--- src/rtl/usb_pkg.sv ---
// usb_pkg: shared PIDs, packet field positions and responder states for the USB-like link
package usb_pkg;
    typedef enum logic [3:0] {
        PID_OUT   = 4'b0001,
        PID_IN    = 4'b1001,
        PID_DATA0 = 4'b0011,
        PID_ACK   = 4'b0010,
        PID_NAK   = 4'b1010
    } pid_t;

    localparam int PID_HI     = 90;
    localparam int PID_LO     = 83;
    localparam int ADDR_HI    = 82;
    localparam int ADDR_LO    = 76;
    localparam int ENDP_HI    = 75;
    localparam int ENDP_LO    = 72;
    localparam int PAYLOAD_HI = 82;
    localparam int PAYLOAD_LO = 19;

    localparam logic [7:0] SYNC = 8'h01;

    function automatic logic [7:0] pid_byte(pid_t p);
        return {~p, p};
    endfunction

    typedef enum logic [2:0] {
        IDLE,
        WAIT_DATA,
        SEND_HS,
        SEND_DATA,
        WAIT_ACK
    } resp_state_t;
endpackage

--- src/rtl/resp_mem.sv ---
// resp_mem: 64-bit register file, cleared on reset, one write port, combinational read
module resp_mem #(
    parameter int DEPTH = 16,
    parameter int PW    = $clog2(DEPTH)
) (
    input  logic          clk,
    input  logic          rst,
    input  logic          we,
    input  logic [PW-1:0] addr,
    input  logic [63:0]   wdata,
    output logic [63:0]   rdata
);
    logic [63:0] mem [DEPTH];

    always_ff @(posedge clk or posedge rst) begin
        if (rst) begin
            for (int i = 0; i < DEPTH; i++) mem[i] <= '0;
        end else if (we) begin
            mem[addr] <= wdata;
        end
    end

    assign rdata = mem[addr];
endmodule

--- src/rtl/usb_device_responder.sv ---
// usb_device_responder: device-side responder answering OUT/IN tokens with handshakes or DATA0,
// backed by a small memory addressed through a pointer endpoint.
module usb_device_responder
    import usb_pkg::*;
#(
    parameter logic [6:0] DEV_ADDR  = 7'd5,
    parameter logic [3:0] ENDP_ADDR = 4'd4,
    parameter logic [3:0] ENDP_DATA = 4'd8,
    parameter int         MEM_DEPTH = 16,
    parameter int         TIMEOUT   = 255,
    localparam int        PW        = $clog2(MEM_DEPTH),
    localparam int        TW        = $clog2(TIMEOUT + 1)
) (
    input  logic          clk,
    input  logic          rst_b,
    input  logic [98:0]   rx_pkt,
    input  logic          rx_pkt_avail,
    input  logic          rx_data_good,
    output logic [98:0]   tx_pkt,
    output logic          tx_pkt_avail,
    input  logic          tx_ready,
    output logic [PW-1:0] mem_ptr,
    output logic          xfer_done,
    output logic          timeout
);
    resp_state_t   state, state_n;
    pid_t          hs, hs_n;
    logic [TW-1:0] timer, timer_n;
    logic [3:0]    endp, endp_n;
    logic [PW-1:0] ptr_n;
    logic [98:0]   tx_n;
    logic          txa_n, xd_n, to_n, we;
    logic [63:0]   rdata;

    logic [7:0]  rx_pb;
    logic [3:0]  rx_pid, rx_endp;
    logic [6:0]  rx_addr;
    logic [63:0] payload;
    logic        pid_ok, tok, tok_out, tok_in, data_rx, ack_rx, nak_rx, expired;
    logic        unused_bits;

    assign rx_pb       = rx_pkt[PID_HI:PID_LO];
    assign rx_pid      = rx_pb[3:0];
    assign rx_addr     = rx_pkt[ADDR_HI:ADDR_LO];
    assign rx_endp     = rx_pkt[ENDP_HI:ENDP_LO];
    assign payload     = rx_pkt[PAYLOAD_HI:PAYLOAD_LO];
    assign unused_bits = ^{rx_pkt[98:91], rx_pkt[18:0]};
    assign pid_ok      = rx_pb[7:4] == ~rx_pb[3:0];
    assign expired     = timer == TW'(TIMEOUT);

    // A token counts only when it is intact and addressed to us; where it leads depends on PID/ENDP
    assign tok     = rx_pkt_avail && rx_data_good && pid_ok && rx_addr == DEV_ADDR &&
                     (rx_pid == PID_OUT || rx_pid == PID_IN);
    assign tok_out = tok && rx_pid == PID_OUT && (rx_endp == ENDP_ADDR || rx_endp == ENDP_DATA);
    assign tok_in  = tok && rx_pid == PID_IN && rx_endp == ENDP_DATA;
    assign data_rx = rx_pkt_avail && pid_ok && rx_pid == PID_DATA0;
    assign ack_rx  = rx_pkt_avail && rx_data_good && pid_ok && rx_pid == PID_ACK;
    assign nak_rx  = rx_pkt_avail && (!rx_data_good || (pid_ok && rx_pid == PID_NAK));

    resp_mem #(.DEPTH(MEM_DEPTH), .PW(PW)) u_mem (
        .clk(clk),
        .rst(rst_b),
        .we(we),
        .addr(mem_ptr),
        .wdata(payload),
        .rdata(rdata)
    );

    always_comb begin
        state_n = state;
        hs_n    = hs;
        timer_n = timer;
        endp_n  = endp;
        ptr_n   = mem_ptr;
        tx_n    = tx_pkt;
        txa_n   = 1'b0;
        xd_n    = 1'b0;
        to_n    = 1'b0;
        we      = 1'b0;
        case (state)
            IDLE: begin
                if (tok_out) begin
                    state_n = WAIT_DATA;
                    endp_n  = rx_endp;
                    timer_n = '0;
                end else if (tok_in) begin
                    state_n = SEND_DATA;
                end
            end
            WAIT_DATA: begin
                timer_n = expired ? timer : timer + 1'b1;
                if (tok) begin
                    state_n = tok_out ? WAIT_DATA : tok_in ? SEND_DATA : IDLE;
                    endp_n  = rx_endp;
                    timer_n = '0;
                end else if (data_rx && rx_data_good) begin
                    ptr_n   = endp == ENDP_ADDR ? payload[PW-1:0] : mem_ptr;
                    we      = endp == ENDP_DATA;
                    xd_n    = 1'b1;
                    hs_n    = PID_ACK;
                    state_n = SEND_HS;
                end else if (data_rx) begin
                    hs_n    = PID_NAK;
                    state_n = SEND_HS;
                end else if (expired) begin
                    to_n    = 1'b1;
                    state_n = IDLE;
                end
            end
            SEND_HS: begin
                if (tx_ready) begin
                    tx_n    = {SYNC, pid_byte(hs), 83'b0};
                    txa_n   = 1'b1;
                    state_n = IDLE;
                end
            end
            SEND_DATA: begin
                if (tx_ready) begin
                    tx_n    = {SYNC, pid_byte(PID_DATA0), rdata, 19'b0};
                    txa_n   = 1'b1;
                    timer_n = '0;
                    state_n = WAIT_ACK;
                end
            end
            WAIT_ACK: begin
                timer_n = expired ? timer : timer + 1'b1;
                if (ack_rx) begin
                    xd_n    = 1'b1;
                    state_n = IDLE;
                end else if (nak_rx) begin
                    state_n = IDLE;
                end else if (expired) begin
                    to_n    = 1'b1;
                    state_n = IDLE;
                end
            end
            default: state_n = IDLE;
        endcase
    end

    always_ff @(posedge clk or posedge rst_b) begin
        if (rst_b) begin
            state        <= IDLE;
            hs           <= PID_ACK;
            timer        <= '0;
            endp         <= '0;
            mem_ptr      <= '0;
            tx_pkt       <= '0;
            tx_pkt_avail <= 1'b0;
            xfer_done    <= 1'b0;
            timeout      <= 1'b0;
        end else begin
            state        <= state_n;
            hs           <= hs_n;
            timer        <= timer_n;
            endp         <= endp_n;
            mem_ptr      <= ptr_n;
            tx_pkt       <= tx_n;
            tx_pkt_avail <= txa_n;
            xfer_done    <= xd_n;
            timeout      <= to_n;
        end
    end
endmodule
--- config.mk ---
export PLATFORM = sky130hd
export DESIGN_NAME = usb_device_responder
export DESIGN_NICKNAME = d
export VERILOG_FILES = /design/src/rtl/usb_pkg.sv /design/src/rtl/resp_mem.sv /design/src/rtl/usb_device_responder.sv
export SDC_FILE = /design/constraint.sdc
export NUM_CORES = 2
export LEC_CHECK = 0
export ABC_AREA = 1
export CORE_ASPECT_RATIO = 0.9
export CORE_UTILIZATION = 43
export CTS_CLUSTER_DIAMETER = 100
export DETAILED_ROUTE_END_ITERATION = 16
export HOLD_SLACK_MARGIN = 0.05
export PLACE_DENSITY = 0.64
export SLEW_MARGIN = 20
export SYNTH_ARGS = -nofsm -noshare
export SYNTH_HDL_FRONTEND = slang
export SYNTH_SLANG_ARGS = --single-unit
--- constraint.sdc ---
create_clock -name clk -period 39.3 [get_ports clk]
set_input_delay 5.895 -clock clk [delete_from_list [all_inputs] [get_ports clk]]
set_output_delay 5.895 -clock clk [all_outputs]
set_load 0.005 [all_outputs]
-- After elaboration in Yosys (flattened, before gate mapping)
Index checks and enable logic that the tools add are counted.
- bitwise gates (word level): 4
- mux-type cells: 48
- add/subtract/negate cells: 1
- reduce and logical (&&, ||, !) cells: 31
- eq/ne operators: 21
- $lt $le $gt $ge: 2
- operators by type and width (kind ; count):
    bitwise mux 1024 bit ; 1
    binary-select mux 64 bit (select 4 bit) ; 1
    demux 64 bit (select 4 bit) ; 1
    two-way mux 99 bit ; 2
    one-hot mux 99 bit (2 select lines) ; 1
    two-way mux 64 bit ; 3
    two-way mux 8 bit ; 4
    one-hot mux 8 bit (4 select lines) ; 1
    two-way mux 3 bit ; 10
    == test 4 bit (second input constant) ; 4
    two-way mux 4 bit ; 4
    logical AND 1 bit ; 15
    one-hot mux 3 bit (5 select lines) ; 1
    AND reduction 3 bit ; 5
    two-way mux 1 bit ; 14
    adder 8 x 1 -> 8 bit (second input constant) ; 1
    == test 4 x 2 -> 1 bit (second input constant) ; 2
    == test 4 x 3 -> 1 bit (second input constant) ; 2
    == test 8 bit (second input constant) ; 1
    inequality test 2 bit (second input constant) ; 4
    NOT 4 bit ; 2
    one-hot mux 4 bit (2 select lines) ; 1
    == test 7 x 3 -> 1 bit (second input constant) ; 1
    == test 3 x 2 -> 1 bit (second input constant) ; 2
    18 further kinds ; 24
- flip-flop bits (word level): 1149
- input port bits: 104

-- Longest topological paths before layout
- depth after elaboration: 11
- depth in mapped cells: 13
- gate-level depth less buffers: 11

-- Hierarchy
A second synthesis with hierarchy kept.
- cells, all modules: 6956
- area, all modules: 52132.5 µm²
- modules (own cells, without submodules) (module ; times used ; area an instance (µm²) ; cells each):
    resp_mem ; 1 ; 47924.7 ; 6536
    usb_device_responder ; 1 ; 4207.8 ; 420

-- Least setup slack after synthesis
No wires, ideal clock.
- kind: input -> register
- start: input rx_pkt[83]
- end: register u_mem.mem[390] (netlist bit)
- path buffers: 3
- arrival: 7.368 ns
- cell stages on the path: 13
- library setup time: 0.135 ns
- setup slack: 31.797 ns
- cells stage by stage: nand2_1 > inv_1 > nor2_1 > nand2_1 > nor2_2 > nand3_2 > nor3_4 > buf_12 > nand3_2 > buf_2 > buf_6 > nand2_1 > o21ai_0
- cells in the longest elaborated chain, start to end: 8
- elaborated cells on any way between the ends: 15
- ends and longest elaborated chain (item ; RTL line ; source):
    start: declaration ; usb_device_responder.sv:16 ; input logic [98:0] rx_pkt,
    NOT 4 bit ; usb_device_responder.sv:48 ; assign pid_ok = rx_pb[7:4] == ~rx_pb[3:0];
    == test 4 bit ; usb_device_responder.sv:48 ;
    logical AND 1 bit (2 in a row) ; usb_device_responder.sv:56 ; assign data_rx = rx_pkt_avail && pid_ok && rx_pid == PID_DATA0;
    logical AND 1 bit ; usb_device_responder.sv:96 ; end else if (data_rx && rx_data_good) begin
    two-way mux 1 bit ; usb_device_responder.sv:96 ;
    two-way mux 1 bit (*) ; usb_device_responder.sv:92 ; if (tok) begin
    two-way mux 1 bit (*) ; usb_device_responder.sv:80 ; case (state)
    end signal: indexed assignment ; resp_mem.sv:19 ; mem[addr] <= wdata;
    end: declaration ; resp_mem.sv:13 ; logic [63:0] mem [DEPTH];
Every way passes the cells marked *; elsewhere a longest branch is shown, timed or not.
A chain may end at the register's enable or synchronous reset.

==> impl_metrics.tcl <==
set metrics [dict create \
    initial_core_util_pct 43.67 \
    wl_per_cell_microns 20.61 \
    finalSetupTns_ns 0 \
    cts-root-buf "clkbuf_16" \
    core_area_sq_mm 0.1099 \
    worst_pin_slew_ns 1.148 \
    num_rows 115 \
    final_util_pct 48.46 \
    viasPerCell 5.622 \
    yosysMostFrequentCell "nand2_1" \
    cp-end-kind "async pin" \
    clk_pin_slew_worst_paths_ns 0.06 \
    synth_common_cells "nand2_1 (1540), dfrtp_1 (1116), o21ai_0 (707), a22oi_1 (513), o21ai_1 (392)" \
    cts_made_buffers 117 \
    slew_headroom_pct 23.48 \
    drive_above_1_share_pct 6.597 \
    synth_warnings 0 \
    synthCells 5182 \
    fmax_mhz 94.74 \
    p_switching_w 0.0005156 \
    syn-cell-area_sq_mm 0.04801 \
    insertion_delay_ns 0.69 \
    synthFlopType "dfrtp_1" \
    cts_tree "done" \
    hold_violations 0 \
    max-vdd-ir-drop_v 0.00003540 \
    crit_start "rst_b" \
    synth_seq_area_share_pct 58.17 \
    period_needed_ns 10.56 \
    synth_area_leaders "dfrtp_1 (58%), nand2_1 (12%), a22oi_1 (8.0%)" \
    wl_microns 136400 \
    numPortBuffers 154 \
    cts_sinks 1116 \
    place_congestion 0.7690 \
    ant_nets 0 \
    clkPwrFrac_pct 47.4 \
    h-tree-depth 3 \
    yosys.area.top_type_share_pct 58.17 \
    setup_violations 0 \
    rsz0062_at_grt "no" \
    crit_fanout 128 \
    fin_nets 5166 \
    cp.required_ns 39.97 \
    hp-start "tx_pkt[19]" \
    p_seq_share_pct 49.4 \
    grt_pass1_vias 35920 \
    worstReg2RegStart "mem_ptr[2]" \
    first_iter_violations 4037 \
    dp_hpwl_microns 69160 \
    p_sw_share_pct 22.03 \
    p_leak_nw 24.22 \
    track_usage_pct 24.02 \
    startpoint_type "primary input" \
    synth_async_sr_flop_share_pct 100.0 \
    p_per_area_mw_per_mm2 43.94 \
    grt_start_max_net_pins 166 \
    die_area_sq_mm 0.1130 \
    synth_edf_count 0 \
    min_path_type "flop to flop" \
    die_w_microns 354.2 \
    fin_crit_sh_pct 26.86 \
    layout.cells.non_filler 6618 \
    via_count 37210 \
    die_h_microns 319.0 \
    cellInternalPower_w 0.001825 \
    synth_cell_type_count 36 \
    drtPass1Iterations 7 \
    comb_power_share_pct 3.2 \
    antenna_found_initial 1 \
    outcome "finished, final reports clean" \
    skew_ns 0.01888 \
    cts.repair.resized 0 \
    total_power_w 0.002340 \
    areaGrowthSynthToFinish_pct 10.96 \
    post_cts_buffers 0 \
    path_class "primary input to async pin" \
    grt_pass1_wl_microns 214300 \
    cts_hold_buffers 0 \
    drv_cap 0 \
    drv_slew 0 \
    drc 0 \
    synth_top_cell_by_area "dfrtp_1" \
    placed_cells 6404 \
    arrival_ns 11.23 \
    ys_ff_latch 1116 \
    grt.overflow.total 0 \
    clk_path_buf_depth 3 \
    avgSynthCellArea_sq_um 9.264 \
    io_pins 210 \
]
## critical path: stages
cell,delay [ns]
clkdlybuf4s50_1,0.49
inv_8,0.66
buf_4,0.83
buf_4,0.78
buf_4,0.70
buf_4,0.83
buf_4,0.86
## kinds of logic after synthesis
logic type	share of synthesized area, %
compound gates	20.99
xor+xnor	0.07299
fa+ha+maj	0.02606
buf+inv	6.453
flops	58.17
other cells	0.007812
simple gates	14.28
## layout make-up
class | instances | area [sq um]
fill | 10400 | 56660
sequential | 1116 | 27930
multi-input combinational | 3511 | 17250
clock buffer | 183 | 3526
timing repair buffer | 207 | 1972
tap | 1462 | 1829
inverter | 108 | 424.2
clock inverter | 29 | 334.1
antenna | 2 | 5.005
## flip-flops by register name (all words and copies together) (netlist names)
signal        flops
tx_pkt           69
timeout           1
mem_ptr           4
hs                1
xfer_done         1
timer             8
u_mem.mem      1024
state             3
tx_pkt_avail      1
endp              4
## path summary, 6_finish.rpt
path,end,slack (ns),cells after the start
max in group clk,tx_pkt[82],29.84,8
max,u_mem.mem[853],28.74,7
min reg2reg,tx_pkt[19],0.48,2
min in group asynchronous,u_mem.mem[247],5.84,2
max reg2reg,u_mem.mem[790],34.90,7
min,tx_pkt[19],0.48,2
## routing by layer
metal	share of wire (%)	GRT usage [%]	vias to the layer above	routed length, microns
li1	-	-	17290	-
met1	47	35.09	18540	63480
met2	45	37.24	1208	61220
met3	6.6	3.800	166	9049
met4	1.9	6.054	2	2612
met5	0.0066	0	-	9
## layout by cell type (no fill, tap or decap), types with 7 or more instances in the layout
cell type,synthesis,routed
a21oi_1,132,132
a22oi_1,513,513
buf_4,34,49
bufinv_16,0,7
clkbuf_1,272,31
clkbuf_16,0,117
clkbuf_8,0,35
clkdlybuf4s50_1,0,154
clkinv_2,0,21
conb_1,1,28
dfrtp_1,1116,1116
inv_1,104,100
nand2_1,1540,1539
nand3_1,30,24
nand3_4,5,16
nand4_1,8,8
nor2_1,56,49
nor3_1,7,7
o21ai_0,707,707
o21ai_1,392,392
or2_2,67,67
## power by group through the flow
stage               combinational [W]  sequential (W)  clock, W
CTS                         0.0000778         0.00116   0.00113
global placement            0.0000771         0.00118         0
detailed placement          0.0000775         0.00118         0
floorplan                   0.0000484         0.00118         0
global route                0.0000865         0.00116   0.00117
finish                      0.0000757         0.00116   0.00111
## through the flow
| stage | hold WS, ns | instance area [sq um] | setup WS (ns) |
|---|---|---|---|
| 6_report | 0.4764 | 53270 | 28.74 |
| 3_5_place_dp | 0.4667 | 49390 | 27.73 |
| 5_1_grt | 0.4938 | 53260 | 27.89 |
| 4_1_cts | 0.4822 | 53250 | 28.47 |
| 2_1_floorplan | 0.4530 | 48110 | 1.980 |
| 3_3_place_gp | 0.4583 | 49390 | 27.78 |
No activity file was read; power rests on OpenSTA's default activity.
